File: src/rtl/mc_ctrl_pkg.sv
// Shared types and encodings for the multi-cycle RV32I control unit.
// State enum, opcodes, datapath mux selects and ALU operation codes.
package mc_ctrl_pkg;

  typedef enum logic [3:0] {
    S_FETCH,
    S_DECODE,
    S_MEMADR,
    S_MEMREAD,
    S_MEMWB,
    S_MEMWRITE,
    S_EXECR,
    S_EXECI,
    S_ALUWB,
    S_BRANCH,
    S_JAL
  } state_e;

  localparam logic [6:0] OP_LW  = 7'b0000011;
  localparam logic [6:0] OP_SW  = 7'b0100011;
  localparam logic [6:0] OP_R   = 7'b0110011;
  localparam logic [6:0] OP_I   = 7'b0010011;
  localparam logic [6:0] OP_B   = 7'b1100011;
  localparam logic [6:0] OP_JAL = 7'b1101111;

  localparam logic [1:0] ALUOP_ADD = 2'b00;
  localparam logic [1:0] ALUOP_SUB = 2'b01;
  localparam logic [1:0] ALUOP_FN  = 2'b10;

  localparam logic [1:0] RES_ALUOUT = 2'b00;
  localparam logic [1:0] RES_DATA   = 2'b01;
  localparam logic [1:0] RES_ALURES = 2'b10;

  localparam logic [1:0] SRCA_PC    = 2'b00;
  localparam logic [1:0] SRCA_OLDPC = 2'b01;
  localparam logic [1:0] SRCA_RS1   = 2'b10;

  localparam logic [1:0] SRCB_RS2  = 2'b00;
  localparam logic [1:0] SRCB_IMM  = 2'b01;
  localparam logic [1:0] SRCB_FOUR = 2'b10;

  localparam logic [1:0] IMM_I = 2'b00;
  localparam logic [1:0] IMM_S = 2'b01;
  localparam logic [1:0] IMM_B = 2'b10;
  localparam logic [1:0] IMM_J = 2'b11;

  localparam logic [2:0] ALU_ADD = 3'b000;
  localparam logic [2:0] ALU_SUB = 3'b001;
  localparam logic [2:0] ALU_AND = 3'b010;
  localparam logic [2:0] ALU_OR  = 3'b011;
  localparam logic [2:0] ALU_SLT = 3'b101;

  function automatic logic [1:0] imm_src(input logic [6:0] op);
    logic [1:0] r;
    r = IMM_I;
    case (op)
      OP_SW:   r = IMM_S;
      OP_B:    r = IMM_B;
      OP_JAL:  r = IMM_J;
      default: r = IMM_I;
    endcase
    return r;
  endfunction

endpackage

File: src/rtl/mc_alu_decoder.sv
// ALUOp/funct decode for the shared ALU.
// The 3-bit operation code is zero-extended to ALU_CTRL_W.
module mc_alu_decoder
  import mc_ctrl_pkg::*;
#(
  parameter int ALU_CTRL_W = 3
) (
  input  logic [1:0]            alu_op_i,
  input  logic [2:0]            funct3_i,
  input  logic                  op5_i,
  input  logic                  funct7_5_i,
  output logic [ALU_CTRL_W-1:0] alu_ctrl_o
);

  logic [2:0] code;

  always_comb begin
    code = ALU_ADD;
    case (alu_op_i)
      ALUOP_SUB: code = ALU_SUB;
      ALUOP_FN: begin
        case (funct3_i)
          3'b000:  code = (op5_i && funct7_5_i) ? ALU_SUB : ALU_ADD;
          3'b010:  code = ALU_SLT;
          3'b110:  code = ALU_OR;
          3'b111:  code = ALU_AND;
          default: code = ALU_ADD;
        endcase
      end
      default: code = ALU_ADD;
    endcase
  end

  assign alu_ctrl_o = ALU_CTRL_W'(code);

endmodule

File: src/rtl/multicycle_control_unit.sv
// Moore FSM sequencing RV32I instructions on the multi-cycle datapath.
// Outputs decode combinationally from state; strobes gated by mem_ready/Zero.
module multicycle_control_unit
  import mc_ctrl_pkg::*;
#(
  parameter int ALU_CTRL_W = 3,
  parameter bit EN_BNE     = 1'b1
) (
  input  logic                  clk,
  input  logic                  rst,
  input  logic [6:0]            Op,
  input  logic [2:0]            funct3,
  input  logic [6:0]            funct7,
  input  logic                  Zero,
  input  logic                  mem_ready,
  output logic                  PCWrite,
  output logic                  AdrSrc,
  output logic                  MemWrite,
  output logic                  IRWrite,
  output logic                  RegWrite,
  output logic [1:0]            ResultSrc,
  output logic [1:0]            ALUSrcA,
  output logic [1:0]            ALUSrcB,
  output logic [1:0]            ImmSrc,
  output logic [ALU_CTRL_W-1:0] ALUControl,
  output logic                  illegal_instr,
  output logic                  instr_done
);

  state_e     state_q, state_d;
  logic [1:0] alu_op;
  logic       br_taken;
  logic       unused_funct7;

  assign unused_funct7 = ^{funct7[6], funct7[4:0]};

  assign br_taken = (funct3 == 3'b000 && Zero) ||
                    (EN_BNE && funct3 == 3'b001 && !Zero);

  always_ff @(posedge clk) begin
    if (rst) state_q <= S_FETCH;
    else     state_q <= state_d;
  end

  always_comb begin
    state_d       = state_q;
    PCWrite       = 1'b0;
    AdrSrc        = 1'b0;
    MemWrite      = 1'b0;
    IRWrite       = 1'b0;
    RegWrite      = 1'b0;
    ResultSrc     = RES_ALUOUT;
    ALUSrcA       = SRCA_PC;
    ALUSrcB       = SRCB_RS2;
    alu_op        = ALUOP_ADD;
    illegal_instr = 1'b0;
    instr_done    = 1'b0;
    unique case (state_q)
      S_FETCH: begin
        ALUSrcB   = SRCB_FOUR;
        ResultSrc = RES_ALURES;
        IRWrite   = mem_ready;
        PCWrite   = mem_ready;
        if (mem_ready) state_d = S_DECODE;
      end
      S_DECODE: begin
        ALUSrcA = SRCA_OLDPC;
        ALUSrcB = SRCB_IMM;
        case (Op)
          OP_LW, OP_SW: state_d = S_MEMADR;
          OP_R:         state_d = S_EXECR;
          OP_I:         state_d = S_EXECI;
          OP_B:         state_d = S_BRANCH;
          OP_JAL:       state_d = S_JAL;
          default: begin
            state_d       = S_FETCH;
            illegal_instr = 1'b1;
            instr_done    = 1'b1;
          end
        endcase
      end
      S_MEMADR: begin
        ALUSrcA = SRCA_RS1;
        ALUSrcB = SRCB_IMM;
        state_d = (Op == OP_SW) ? S_MEMWRITE : S_MEMREAD;
      end
      S_MEMREAD: begin
        AdrSrc = 1'b1;
        if (mem_ready) state_d = S_MEMWB;
      end
      S_MEMWB: begin
        ResultSrc  = RES_DATA;
        RegWrite   = 1'b1;
        instr_done = 1'b1;
        state_d    = S_FETCH;
      end
      S_MEMWRITE: begin
        AdrSrc   = 1'b1;
        MemWrite = 1'b1;
        if (mem_ready) begin
          instr_done = 1'b1;
          state_d    = S_FETCH;
        end
      end
      S_EXECR: begin
        ALUSrcA = SRCA_RS1;
        ALUSrcB = SRCB_RS2;
        alu_op  = ALUOP_FN;
        state_d = S_ALUWB;
      end
      S_EXECI: begin
        ALUSrcA = SRCA_RS1;
        ALUSrcB = SRCB_IMM;
        alu_op  = ALUOP_FN;
        state_d = S_ALUWB;
      end
      S_ALUWB: begin
        RegWrite   = 1'b1;
        instr_done = 1'b1;
        state_d    = S_FETCH;
      end
      S_BRANCH: begin
        ALUSrcA    = SRCA_RS1;
        ALUSrcB    = SRCB_RS2;
        alu_op     = ALUOP_SUB;
        PCWrite    = br_taken;
        instr_done = 1'b1;
        state_d    = S_FETCH;
      end
      S_JAL: begin
        ALUSrcA = SRCA_OLDPC;
        ALUSrcB = SRCB_FOUR;
        PCWrite = 1'b1;
        state_d = S_ALUWB;
      end
      default: state_d = S_FETCH;
    endcase
    // abort: nothing may be written while reset is held
    if (rst) begin
      PCWrite       = 1'b0;
      MemWrite      = 1'b0;
      IRWrite       = 1'b0;
      RegWrite      = 1'b0;
      illegal_instr = 1'b0;
      instr_done    = 1'b0;
    end
  end

  assign ImmSrc = imm_src(Op);

  mc_alu_decoder #(
    .ALU_CTRL_W(ALU_CTRL_W)
  ) u_alu_dec (
    .alu_op_i  (alu_op),
    .funct3_i  (funct3),
    .op5_i     (Op[5]),
    .funct7_5_i(funct7[5]),
    .alu_ctrl_o(ALUControl)
  );

endmodule

File: config.mk
export PLATFORM = sky130hd
export DESIGN_NAME = multicycle_control_unit
export DESIGN_NICKNAME = d
export VERILOG_FILES = /design/src/rtl/mc_ctrl_pkg.sv /design/src/rtl/mc_alu_decoder.sv /design/src/rtl/multicycle_control_unit.sv
export SDC_FILE = /design/constraint.sdc
export NUM_CORES = 1
export LEC_CHECK = 0
export BUFFER_PORTS_ARGS = -buffer_cell sky130_fd_sc_hd__buf_2
export CAP_MARGIN = 5
export CORE_MARGIN = 10
export CORE_UTILIZATION = 41
export DETAILED_ROUTE_END_ITERATION = 12
export HOLD_SLACK_MARGIN = 0.05
export PLACE_DENSITY_LB_ADDON = 0.1
export SLEW_MARGIN = 30
export SYNTH_ARGS = -nofsm -noshare
export SYNTH_HDL_FRONTEND = slang
export SYNTH_SLANG_ARGS = --single-unit
File: constraint.sdc
create_clock -name clk -period 1.6 [get_ports clk]
set_input_delay 0.24 -clock clk [delete_from_list [all_inputs] [get_ports clk]]
set_output_delay 0.24 -clock clk [all_outputs]
set_load 0.02 [all_outputs]
; After elaboration in Yosys (flattened, before gate mapping)
; Index checks and enable logic that the tools add are counted.
[op_classes]
eq_ne = 25
muxes = 29
reduce_logical = 19
[op_table]
columns = operator, count
row1 = 4-bit one-hot mux with 6 select lines, 1
row2 = 4-bit one-hot mux with 5 select lines, 1
row3 = 4-bit by 3-bit equality test with 1-bit output (second input constant), 4
row4 = 2-bit one-hot mux with 2 select lines, 4
row5 = 7-bit by 6-bit equality test with 1-bit output (second input constant), 2
row6 = 7-bit equality test (second input constant), 2
row7 = 1-bit two-way mux, 14
row8 = 4-bit equality test (second input constant), 3
row9 = 4-bit two-way mux, 3
row10 = 3-bit one-hot mux with 4 select lines, 1
row11 = 2-bit OR reduction, 6
row12 = 3-bit OR reduction, 3
row13 = 4-bit by 2-bit equality test with 1-bit output (second input constant), 2
row14 = 7-bit by 2-bit equality test with 1-bit output (second input constant), 1
row15 = 7-bit by 5-bit equality test with 1-bit output (second input constant), 1
row16 = 3-bit equality test (second input constant), 2
row17 = 2-bit != test (second input constant), 3
row18 = 1-bit one-hot mux with 3 select lines, 2
row19 = 2-bit one-hot mux with 3 select lines, 1
row20 = 3-bit one-hot mux with 2 select lines, 1
row21 = 6-bit OR reduction, 1
row22 = 4-bit by 1-bit equality test with 1-bit output (second input constant), 1
row23 = 4-bit logical NOT, 1
row24 = 4-bit OR reduction, 1
row25 = other kinds (10), 12
[word_totals]
ff_bits = 4
in_bits = 21
out_inout_bits = 18
elab_cells = 74

; Logic depth before layout (Yosys ltp)
[logic_depth]
word_depth = 5
ltp_mapped = 8
depth_no_buf = 7

; Cells and area by module
; From an unflattened synthesis, not the netlist that was laid out.
[unflattened]
hier_cells = 113
hier_area_um2 = 817.0
[modules_own_cells]
columns = mod, instances, cells_each, area_per_inst_um2, seq_area_each_um2
row1 = multicycle_control_unit, 1, 102, 720.7, 80.1
row2 = mc_alu_decoder, 1, 11, 96.3, 0.0

; Least setup slack after synthesis
; No wires, ideal clock.
[synth_path]
path_kind = reg2out
from = reg state_q[1]
to = out ALUControl[1]
t_arrival_ps = 1694
required_ps = 1360
slack_ps = -334
stages_incl_launch_ff = 6
path_buffers = 2
cell_sequence = dfxtp_1 buf_2 buf_2 nand2_1 ha_1 nor3b_1
[synth_between]
elab_chain_len = 5
word_cells_on_any_way = 8
classes_between = 5 x eq/ne / 2 x mux / 1 x reduce/logical
[synth_lines]
columns = item, line_no
row1 = from (decl), multicycle_control_unit.sv:30  ; state_e state_q, state_d;
row2 = from (signal assigned), multicycle_control_unit.sv:42  ; else state_q <= state_d;
row3 = 4-bit by 3-bit equality test with 1-bit output, multicycle_control_unit.sv:58  ; unique case (state_q)
row4 = 2-bit OR reduction (no source line), n/a
row5 = 2-bit one-hot mux with 2 select lines *, multicycle_control_unit.sv:58
row6 = 2-bit equality test / 2-bit by 1-bit equality test with 1-bit output (equally long branches), mc_alu_decoder.sv:19  ; case (alu_op_i)
row7 = 3-bit one-hot mux with 2 select lines *, mc_alu_decoder.sv:19
row8 = to (decl), multicycle_control_unit.sv:25  ; output logic [ALU_CTRL_W-1:0] ALUControl,
; Every way passes the cells marked *; elsewhere a longest branch is shown, timed or not.

; Worst setup path in the final report
[layout_path]
from = reg state_q[2]
to = out ALUControl[1]
; The elaborated chain is that of the path after synthesis.

==> summary.md <==
| Metric | Value |
|---|---|
| Status | complete, but fails checks |
| Failing checks | setup timing |
| Via density | 5.439 |
| DR WL/cell | 14.11 um |
| Count of final max-slew check failures | 0 |
| Drt pass-1 iters | 4 |
| Crit path time final | roughly 1.8 ns |
| Vias in the first global route | 976 |
| Register area share after synthesis | 0.1016 |
| Clk Latency, worst-skew pair | 0.23 ns |
| CP Max Fanout | 4 |
| Hold/Removal Path Class | input port to register |
| Worst vdd ir | 0.1939 mV |
| Max-Cap Viols | 0 |
| Crit Path Category | register to primary output |
| Chip Height | 63.85 um |
| Clk_skew | 0.002505 ns |
| Final setup TNS | -0.4467 ns |
| First-pass GRT wire length | 4.347 mm |
| Syn nets | around 140 |
| Core area | ~1800 um^2 |
| CP Launch Type | register |
| Largest register FFs | 4 |
| Top Ports | 39 |
| Final ANT Viol Nets | 0 |
| Total GRT Usage | 0.1229 |
| DP HPWL | 1.992 mm |
| Period Utilization, post-route | 1.103 |
| Nets | 180 |
| CTS Buffer Depth | 2 |
| Pleak | 0.5453 nW |
| TritonCTS buffer count | 3 |
| Antenna cells | 0 |
| H-tree depth | 1 |
| RePlAce Congestion | slightly below 0.8 |
| Row count | 15 |
| Synthesized area per cell | 6.976 um^2 |
| Commonest non-fill, non-tap cell in the layout | buf_2 |
| PnR worst setup slack | -0.1654 ns |
| CTS tree | done |
| RSZ-0062 raised after global routing | yes |
| Cell variety after synth | 45 |
| Hold Violations, Final | 0 |
| PortBufs | 32 |
| Pwr Density | 327.7 nW/um^2 |
| WHS Endpoint | state_q[2] |
| CTS Hold Bufs | 0 |
| Total Power | 412.1 uW |
| Drt drc | 0 |
| Antenna violations before repair | 0 |
| Clock slew at reported path FFs | 0.04 ns |
| Layout area overhead | 59.52% |
| Top reg by flops | state_q |
| Worst R2R Start | state_q[2] |
| Largest net degree at the start of global routing | 21 |
| Synth Instances | approximately 110 |
| RR Endpoint | state_q[2] |
| R2R setup slack | 0.09 ns |
| Worst endpoint required time | 1.36 ns |
| Hold-critical path depth | 2 |
| Critical path's largest stage delay | 0.35 ns |
| Grt ovf | 0 |
| Routed vias | 979 |
| Async set-reset flop share out of synthesis | 0 |
| Top flop regs | state_q x4 |
| Die Width | about 64 um |
| DR iter-0 viols | 27 |
| Layout cells sized above 1 | 0.5226 |
| Arrival time at the worst endpoint | about 1.5 ns |
| Die area | 4076 um^2 |
| Worst R2R Path Depth | 4 |
| Final wirelength | 2.539 mm |
| Synthesized area | 788.3 um^2 |
| Slew headroom | 0.7677 |
| Slowest CP cell | dfxtp_4 |
| Post-synth EDFFs | 0 |
| Root Buffer | clkbuf_4 |
| Hold path start | Op[6] |
| Synth warn | 0 |
| Final setup fails | 5 |
| Initial Util | 0.4421 |
| Max Freq | 566.4 MHz |
| Synth Flop Type | dfxtp_1 |
| Synthesized flop and latch total | 4 |
| Worst-margin pin slew | 0.3437 ns |
| CTS sink count | 4 |
| Critical path endpoint category | primary output |
| CP Cell Sequence | nor2b_2 > nand3b_1 > inv_2 > ha_4 > nor3b_4 > buf_6 |
| Most frequent cells in the layout | buf_2 (23), buf_4 (21), nand2_1 (7), nor2_1 (7) |
-- kinds of logic (layout without fill, tap and decap cells) --
family	Yosys count	in the layout	synth area share
simple gates	63	63	0.4778
compound gates	23	23	0.2127
buf+inv	15	57	0.1048
fa+ha+maj	2	2	0.03174
xor+xnor	4	4	0.04445
flops	4	4	0.1016
mux	2	2	0.02698
-- how the worst max path moves through the flow --
| stage | end | cells past startpoint | slack, ns | startpoint |
|---|---|---|---|---|
| after global placement | ALUControl[0] | 8 | -0.04 | state_q[2] |
| after CTS | ALUControl[0] | 8 | -0.18 | state_q[2] |
| after detailed placement | ALUControl[1] | 5 | -0.03 | state_q[1] |
| after floorplan | ALUControl[0] | 8 | -0.08 | state_q[2] |
| final | ALUControl[1] | 6 | -0.17 | state_q[2] |
| after global routing | ALUControl[1] | 6 | -0.24 | state_q[2] |
-- synth_stat cells (all sizes together) (4+ instances only) --
master  instances  area share
a21oi           4       0.025
nor3            8       0.051
nor2            8       0.038
nor2b           6       0.048
buf             9       0.076
nand2b          5       0.040
nand2           9       0.043
dfxtp           4        0.10
nor3b           6       0.057
inv             5       0.024
o21ai           5       0.032
-- report_power, final --
part	internal, mW	leakage [nW]	switching (mW)
Sequential	0.0994	0.0346	0.00125
Combinational	0.0848	0.497	0.105
Clock	0.0837	0.0138	0.0380
Total	0.268	0.545	0.144
-- repair_timing --
action | in CTS | in global routing
setup buffers | 0 | 2
setup endpoints to repair | 7 | 9
pin swaps | 3 | 4
gates resized for setup | 23 | 18
-- layout make-up --
cell class | count | area [um^2]
well taps | 25 | 31.28
inverters | 5 | 18.77
fillers | 155 | 525.5
repair buffers | 49 | 332.8
clock buffers | 3 | 22.52
flip-flops and latches | 4 | 88.84
multi-input cells | 94 | 763.2
-- through the flow --
| stage | util | cells | setup slack, ns | instance area, um^2 | hold slack (ns) |
|---|---|---|---|---|---|
| global route | 0.7053 | 180 | -0.2418 | 1257 | 0.3221 |
| global placement | 0.6035 | 175 | -0.03615 | 1076 | 0.5412 |
| floorplan | - | 113 | -0.07768 | 840.8 | 0.3385 |
| finish | 0.7053 | 180 | -0.1654 | 1257 | 0.3007 |
| CTS | 0.6554 | 178 | -0.1757 | 1169 | 0.2960 |
| detailed placement | 0.6035 | 175 | -0.03268 | 1076 | 0.5446 |
-- per-layer routing --
layer  global-route usage  wire length [um]  part of all wire  vias up
li1                     -                 -                 -      499
met1               0.1465              1175              0.46      454
met2               0.2127              1229              0.48       26
met3              0.03484               134             0.053        0
met4              0.02459                 0                 0        0
met5                    0                 0                 0        -
-- critical path, delay by kind of cell, from the launching register on --
family        cells  cell delay [ns]
flops             1             0.35
fa+ha+maj         1             0.21
buf+inv           2             0.25
simple gates      3             0.48
Power figures use the tool's default switching activity.
